[src/rtl/core_mem.sv]
`default_nettype none
// ============================================================================
// Module      : core_mem (with core_mem_pkg)
// Description : Memory stage of the pipeline. Issues data-memory requests with
//               a valid/ready handshake and waits for the load response
//               (rvalid). Places store data on byte lanes and extracts and
//               sign-extends load data. Stalls upstream while an access is in
//               flight and drains responses to flushed loads.
// Revision    : 1.0 - initial release
// ============================================================================

package core_mem_pkg;

    // Execute-stage register bundle handed to the memory stage.
    typedef struct packed {
        logic [63:0] out;             // ALU result / effective address
        logic [63:0] B_data;          // store data
        logic [4:0]  W_regnum;        // destination register
        logic        write_enable;    // register write-back enable
        logic [1:0]  mem_load_type;   // 0 none, 1 byte, 2 word, 3 doubleword
        logic [1:0]  mem_store_type;  // 0 none, 1 byte, 2 word, 3 doubleword
        logic        signed_byte;     // sign-extend byte loads
        logic        signed_word;     // sign-extend word loads
    } EX_regs_t;

endpackage

module core_mem (
    input  logic                   clock,
    input  logic                   reset,
    input  core_mem_pkg::EX_regs_t EX_regs,
    input  logic                   flush,
    output logic                   dmem_req_valid,
    input  logic                   dmem_req_ready,
    output logic [63:0]            dmem_addr,
    output logic                   dmem_we,
    output logic [63:0]            dmem_wdata,
    output logic [7:0]             dmem_wmask,
    input  logic                   dmem_rvalid,
    input  logic [63:0]            dmem_rdata,
    output logic                   stall,
    output logic                   addr_error,
    output logic [63:0]            MEM_W_data,
    output logic [4:0]             MEM_W_regnum,
    output logic                   MEM_write_enable,
    output logic [63:0]            MEM_data
);

    localparam logic [1:0] c_SZ_NONE = 2'd0;
    localparam logic [1:0] c_SZ_BYTE = 2'd1;
    localparam logic [1:0] c_SZ_WORD = 2'd2;
    localparam logic [1:0] c_SZ_DWORD = 2'd3;

    typedef enum logic [1:0] {
        S_IDLE      = 2'd0,
        S_WAIT_RESP = 2'd1,
        S_DRAIN     = 2'd2
    } state_t;

    state_t      r_state;
    state_t      w_state_next;

    // Load attributes captured at request acceptance so the response is
    // formatted correctly whatever the upstream stages present meanwhile.
    logic [2:0]  r_pend_off;
    logic [1:0]  r_pend_size;
    logic        r_pend_sb;
    logic        r_pend_sw;
    logic [4:0]  r_pend_regnum;
    logic        r_pend_we;

    logic [63:0] r_mem_w_data;
    logic [4:0]  r_mem_w_regnum;
    logic        r_mem_we;
    logic        r_addr_error;

    logic        w_is_load;
    logic        w_is_store;
    logic [1:0]  w_size;
    logic        w_misaligned;

    logic        w_complete;
    logic        w_latch_load;
    logic [63:0] w_cmp_data;
    logic [4:0]  w_cmp_regnum;
    logic        w_cmp_we;
    logic        w_cmp_err;

    // Pick the byte or word lane out of a doubleword and extend it.
    function automatic logic [63:0] f_extract(
        input logic [63:0] data,
        input logic [2:0]  off,
        input logic [1:0]  size,
        input logic        sb,
        input logic        sw
    );
        logic [7:0]  v_byte;
        logic [31:0] v_word;
        logic [63:0] v_res;
        v_byte = data[{off, 3'b000} +: 8];
        v_word = off[2] ? data[63:32] : data[31:0];
        case (size)
            c_SZ_BYTE: v_res = sb ? {{56{v_byte[7]}}, v_byte} : {56'd0, v_byte};
            c_SZ_WORD: v_res = sw ? {{32{v_word[31]}}, v_word} : {32'd0, v_word};
            default:   v_res = data;
        endcase
        return v_res;
    endfunction

    // A load takes precedence if both type fields are (illegally) non-zero.
    assign w_is_load  = (EX_regs.mem_load_type != c_SZ_NONE);
    assign w_is_store = !w_is_load && (EX_regs.mem_store_type != c_SZ_NONE);
    assign w_size     = w_is_load ? EX_regs.mem_load_type : EX_regs.mem_store_type;

    assign w_misaligned = ((w_size == c_SZ_WORD)  && (EX_regs.out[1:0] != 2'b00)) ||
                          ((w_size == c_SZ_DWORD) && (EX_regs.out[2:0] != 3'b000));

    assign dmem_addr = {EX_regs.out[63:3], 3'b000};

    // Store lane placement: replicate the datum and enable only its lanes.
    always_comb begin
        dmem_we    = w_is_store;
        dmem_wdata = 64'd0;
        dmem_wmask = 8'h00;
        if (w_is_store) begin
            case (w_size)
                c_SZ_BYTE: begin
                    dmem_wdata = {8{EX_regs.B_data[7:0]}};
                    dmem_wmask = 8'h01 << EX_regs.out[2:0];
                end
                c_SZ_WORD: begin
                    dmem_wdata = {2{EX_regs.B_data[31:0]}};
                    dmem_wmask = 8'h0F << {EX_regs.out[2], 2'b00};
                end
                default: begin
                    dmem_wdata = EX_regs.B_data;
                    dmem_wmask = 8'hFF;
                end
            endcase
        end
    end

    // State register; reset abandons any outstanding transaction.
    always_ff @(posedge clock or posedge reset) begin
        if (reset) begin
            r_state <= S_IDLE;
        end else begin
            r_state <= w_state_next;
        end
    end

    // Next-state, handshake, stall and completion values.
    always_comb begin
        w_state_next   = r_state;
        dmem_req_valid = 1'b0;
        stall          = 1'b0;
        w_complete     = 1'b0;
        w_latch_load   = 1'b0;
        w_cmp_data     = 64'd0;
        w_cmp_regnum   = 5'd0;
        w_cmp_we       = 1'b0;
        w_cmp_err      = 1'b0;
        if (!reset) begin
            case (r_state)
                S_IDLE: begin
                    if (flush) begin
                        // Killed instruction retires as a bubble.
                        w_complete = 1'b1;
                    end else if (!w_is_load && !w_is_store) begin
                        w_complete   = 1'b1;
                        w_cmp_data   = EX_regs.out;
                        w_cmp_regnum = EX_regs.W_regnum;
                        w_cmp_we     = EX_regs.write_enable;
                    end else if (w_misaligned) begin
                        w_complete   = 1'b1;
                        w_cmp_data   = EX_regs.out;
                        w_cmp_regnum = EX_regs.W_regnum;
                        w_cmp_err    = 1'b1;
                    end else begin
                        dmem_req_valid = 1'b1;
                        if (!dmem_req_ready) begin
                            stall = 1'b1;
                        end else if (w_is_store) begin
                            w_complete   = 1'b1;
                            w_cmp_data   = EX_regs.out;
                            w_cmp_regnum = EX_regs.W_regnum;
                        end else if (dmem_rvalid) begin
                            // Zero-latency response: finish in the accept cycle.
                            w_complete   = 1'b1;
                            w_cmp_data   = f_extract(dmem_rdata, EX_regs.out[2:0], w_size,
                                                     EX_regs.signed_byte, EX_regs.signed_word);
                            w_cmp_regnum = EX_regs.W_regnum;
                            w_cmp_we     = EX_regs.write_enable;
                        end else begin
                            stall        = 1'b1;
                            w_latch_load = 1'b1;
                            w_state_next = S_WAIT_RESP;
                        end
                    end
                end
                S_WAIT_RESP: begin
                    if (flush) begin
                        if (dmem_rvalid) begin
                            w_complete   = 1'b1;
                            w_state_next = S_IDLE;
                        end else begin
                            stall        = 1'b1;
                            w_state_next = S_DRAIN;
                        end
                    end else if (dmem_rvalid) begin
                        w_complete   = 1'b1;
                        w_cmp_data   = f_extract(dmem_rdata, r_pend_off, r_pend_size,
                                                 r_pend_sb, r_pend_sw);
                        w_cmp_regnum = r_pend_regnum;
                        w_cmp_we     = r_pend_we;
                        w_state_next = S_IDLE;
                    end else begin
                        stall = 1'b1;
                    end
                end
                S_DRAIN: begin
                    // Hold upstream through the discarded response so the
                    // instruction waiting in EX is seen from IDLE next cycle.
                    stall = 1'b1;
                    if (dmem_rvalid) begin
                        w_state_next = S_IDLE;
                    end
                end
                default: begin
                    w_state_next = S_IDLE;
                end
            endcase
        end
    end

    // Capture load attributes when a load is accepted without a response.
    always_ff @(posedge clock or posedge reset) begin
        if (reset) begin
            r_pend_off    <= 3'd0;
            r_pend_size   <= c_SZ_NONE;
            r_pend_sb     <= 1'b0;
            r_pend_sw     <= 1'b0;
            r_pend_regnum <= 5'd0;
            r_pend_we     <= 1'b0;
        end else if (w_latch_load) begin
            r_pend_off    <= EX_regs.out[2:0];
            r_pend_size   <= w_size;
            r_pend_sb     <= EX_regs.signed_byte;
            r_pend_sw     <= EX_regs.signed_word;
            r_pend_regnum <= EX_regs.W_regnum;
            r_pend_we     <= EX_regs.write_enable;
        end
    end

    // MEM result registers: load on completion, otherwise hold as a bubble.
    always_ff @(posedge clock or posedge reset) begin
        if (reset) begin
            r_mem_w_data   <= 64'd0;
            r_mem_w_regnum <= 5'd0;
            r_mem_we       <= 1'b0;
            r_addr_error   <= 1'b0;
        end else if (w_complete) begin
            r_mem_w_data   <= w_cmp_data;
            r_mem_w_regnum <= w_cmp_regnum;
            r_mem_we       <= w_cmp_we;
            r_addr_error   <= w_cmp_err;
        end else begin
            r_mem_we       <= 1'b0;
            r_addr_error   <= 1'b0;
        end
    end

    assign MEM_W_data       = r_mem_w_data;
    assign MEM_data         = r_mem_w_data;
    assign MEM_W_regnum     = r_mem_w_regnum;
    assign MEM_write_enable = r_mem_we;
    assign addr_error       = r_addr_error;

endmodule

`default_nettype wire

[config.mk]
export PLATFORM = sky130hd
export DESIGN_NAME = core_mem
export DESIGN_NICKNAME = d
export VERILOG_FILES = /design/src/rtl/core_mem.sv
export SDC_FILE = /design/constraint.sdc
export NUM_CORES = 1
export LEC_CHECK = 0
export ABC_CLOCK_PERIOD_IN_PS = 5800
export CAP_MARGIN = 20
export CORE_AREA = 2 2 186 188
export CTS_CLUSTER_SIZE = 16
export DETAILED_ROUTE_END_ITERATION = 8
export DIE_AREA = 0 0 188 190
export GPL_TIMING_DRIVEN = 0
export HOLD_SLACK_MARGIN = 0.1
export PLACE_DENSITY = 0.68
export SETUP_SLACK_MARGIN = 0.4
export SLEW_MARGIN = 20
export SYNTH_ARGS = -nofsm -noshare
export SYNTH_HDL_FRONTEND = slang
export SYNTH_SLANG_ARGS = --single-unit
[constraint.sdc]
create_clock -name clock -period 5.8 [get_ports clock]
set_clock_uncertainty 0.05 [all_clocks]
set_input_delay 1.16 -clock clock [delete_from_list [all_inputs] [get_ports clock]]
set_output_delay 1.16 -clock clock [all_outputs]
set_load 0.02 [all_outputs]
==> impl_metrics.ini <==
[job]
maxCapViolCount = 0

[yosys]
ys_types = 70
synth_top_flop_cell = dfrtp_1
synth-seq-cells = 86
yosysWarnings = 0
ys_async_sr_fraction = 1.000
synth-edff-count = 0
syn_area_mm2 = 0.008855
synth_cells = 1098
seq_area_frac_synth = 0.2430
syn_avg_cell_area_um2 = 8.064

[layout]
fin_area_mm2 = 0.01480
finalNetCount = 1810
syn2layout_area_growth_pct = 67.10
layout_common_cells = clkdlybuf4s50_1, buf_4, nand2_1
drive_above_1_share = 0.1719
instances_no_fill = 2057
final_common_cell = clkdlybuf4s50_1

[placement]
dp_cells = 2035
hpwl_um = 40830
globalplace.congestion = 0.9797
pre_cts_ws_ps = -477.0
placed_cell_area_mm2 = 0.01427
io_buffers = 478

[timing]
slew_viol_final = 0
worstMarginPinSlew_ps = 1012
period_share = 0.9132
setup_violations = 0
post-route-min-period_ps = 5297
fmax_ghz = 0.1888
grt_setup_unrepaired = true
slew_headroom = 0.3209
fin_ws_ps = 503.3
hold_viol = 0

[global_routing]
grt_max_degree = 35
grt_pass1_vias = 11140
overflow = 0
grt_antenna_before_repair = 1
grt_usage = 0.2715
grt_pass1_wl_um = 72210

[route]
vias = 11140
drtIter0Drc = 741
drt-wirelength-per-cell_um = 24.46
drt_pass1_iterations = 6
wl_met1_um = 17790
met3_length_um = 4049
vias_per_cell = 5.415
drcViolationCount = 0
dr_wl_met2_um = 26160
top_layer_used = met4
wl_um = 50300
drtAntennaViolNets = 0

[status]
outcome = finished clean

[clock_network]
h-tree-depth = 3
clk_pin_slew_ps = 60
cts_buffer_depth = 2
cts_made_buffers = 9
hold_buffers = 0
root_buffer = clkbuf_16
clock-sinks = 86
clkLatencyLatePin_ps = 370
cts_tree = built

[critical_path]
cp.arrival_ps = 4090
worst_setup_path_end_kind = output port
criticalPathCategory = in2out
worstPathMaxFanout = 10
cp_data_required_time_ps = 4590
start_kind = input pin

[floorplanning]
dieArea_mm2 = 0.03572
rows = 68
die_w_um = 188
core_mm2 = 0.03395
start_util = 0.2608
num_io_pins = 483
die_h_um = 190

[pwr]
peakVddDrop_v = 0.0001584
powerDensity_mw_per_mm2 = 232.6
fin_total_pwr_mw = 3.441
leakagePower_nw = 6.317

[min_path]
min_path_type = reg2reg
cell type report:
class	instances	area [um2]
diodes	2	5.005
plain buffers	224	1410
inverters	72	279.0
multi-input cells	718	5132
fillers	3382	19150
clock inverters	6	108.9
repair buffers	484	4901
well taps	455	569.3
clock buffers	10	239.0
flip-flops and latches	86	2152
cells in the mapped netlist (all sizes together), types with 17 or more instances:
| cell | number | share of area |
|---|---|---|
| a211oi | 35 | 0.031 |
| a21oi | 58 | 0.033 |
| a221oi | 33 | 0.034 |
| a22o | 34 | 0.034 |
| a22oi | 72 | 0.061 |
| buf | 162 | 0.13 |
| clkbuf | 62 | 0.026 |
| dfrtp | 86 | 0.24 |
| inv | 69 | 0.029 |
| mux2 | 42 | 0.053 |
| nand2 | 100 | 0.042 |
| nor2 | 33 | 0.015 |
| nor2b | 17 | 0.012 |
| o211ai | 61 | 0.052 |
| o21ai | 89 | 0.050 |
flip-flops by register name, indices dropped and copies added, names as in the netlist:
| name | cells |
|---|---|
| addr_error | 1 |
| MEM_W_data | 64 |
| r_pend_regnum | 5 |
| MEM_W_regnum | 5 |
| r_state | 2 |
| MEM_write_enable | 1 |
| r_pend_off | 3 |
| r_pend_sb | 1 |
| r_pend_size | 2 |
| r_pend_we | 1 |
| r_pend_sw | 1 |
through the flow:
step	hold WS (ps)	utilization	TNS, ps
final	438.5	0.4359	0
after global routing	473.9	0.4358	0
after CTS	439.3	0.4327	0
after detailed placement	424.2	0.4204	-8260
after global placement	413.8	0.4189	-16420
after floorplan	414.1	-	0
power breakdown:
group	switching [mW]	internal, mW	total [mW]
Clock	0.264	0.432	0.696
Sequential	0.0928	0.704	0.796
Combinational	1.05	0.900	1.95
Total	1.41	2.04	3.44
layer usage:
metal	vias to the layer above	track usage
met5	-	0
met4	0	0.1142
met3	136	0.05903
met2	696	0.5146
met1	5336	0.2894
li1	4971	-
kinds of logic after synthesis:
logic type               count (synthesis)  share of synthesized area
AO/OA/AOI/OAI                          425                     0.3379
buffers and inverters                  296                     0.1860
AND/OR/NAND/NOR                        212                     0.1135
flip-flops                              86                     0.2430
multiplexers                            72                     0.1108
adder cells (fa/ha/maj)                  6                   0.008478
other                                    1                  0.0004235
path summary, 6_finish.rpt:
check,start,end,slack [ps],depth (start not counted)
max,EX_regs[4],dmem_wdata[61],500,8
min,MEM_W_regnum[3]$_DFFE_PP0P_,MEM_W_regnum[3]$_DFFE_PP0P_,440,2
max reg2reg,r_state[0]$_DFFE_PP0P_,MEM_W_data[23]$_DFFE_PP0P_,2880,8
min reg2reg,MEM_W_regnum[3]$_DFFE_PP0P_,MEM_W_regnum[3]$_DFFE_PP0P_,440,2
max in group asynchronous,reset,MEM_W_data[28]$_DFFE_PP0P_,3690,3
min in group asynchronous,reset,r_pend_regnum[3]$_DFFE_PP0P_,1410,2
critical path, cell delays in order:
cell             delay [ps]
clkdlybuf4s50_1         480
or2_2                   300
clkbuf_1                200
or2_2                   350
clkbuf_1                240
buf_1                   330
a221oi_2                350
clkdlybuf4s50_1         670
repair_timing:
| item | CTS | global route |
|---|---|---|
| pin swaps | 1 | 1 |
| endpoints found under the setup margin | 65 | 42 |
| gates cloned | 0 | 0 |
| buffers inserted | 1 | 3 |
| gates resized for setup | 34 | 29 |
Note: power is estimated with default switching activity, not from simulation.
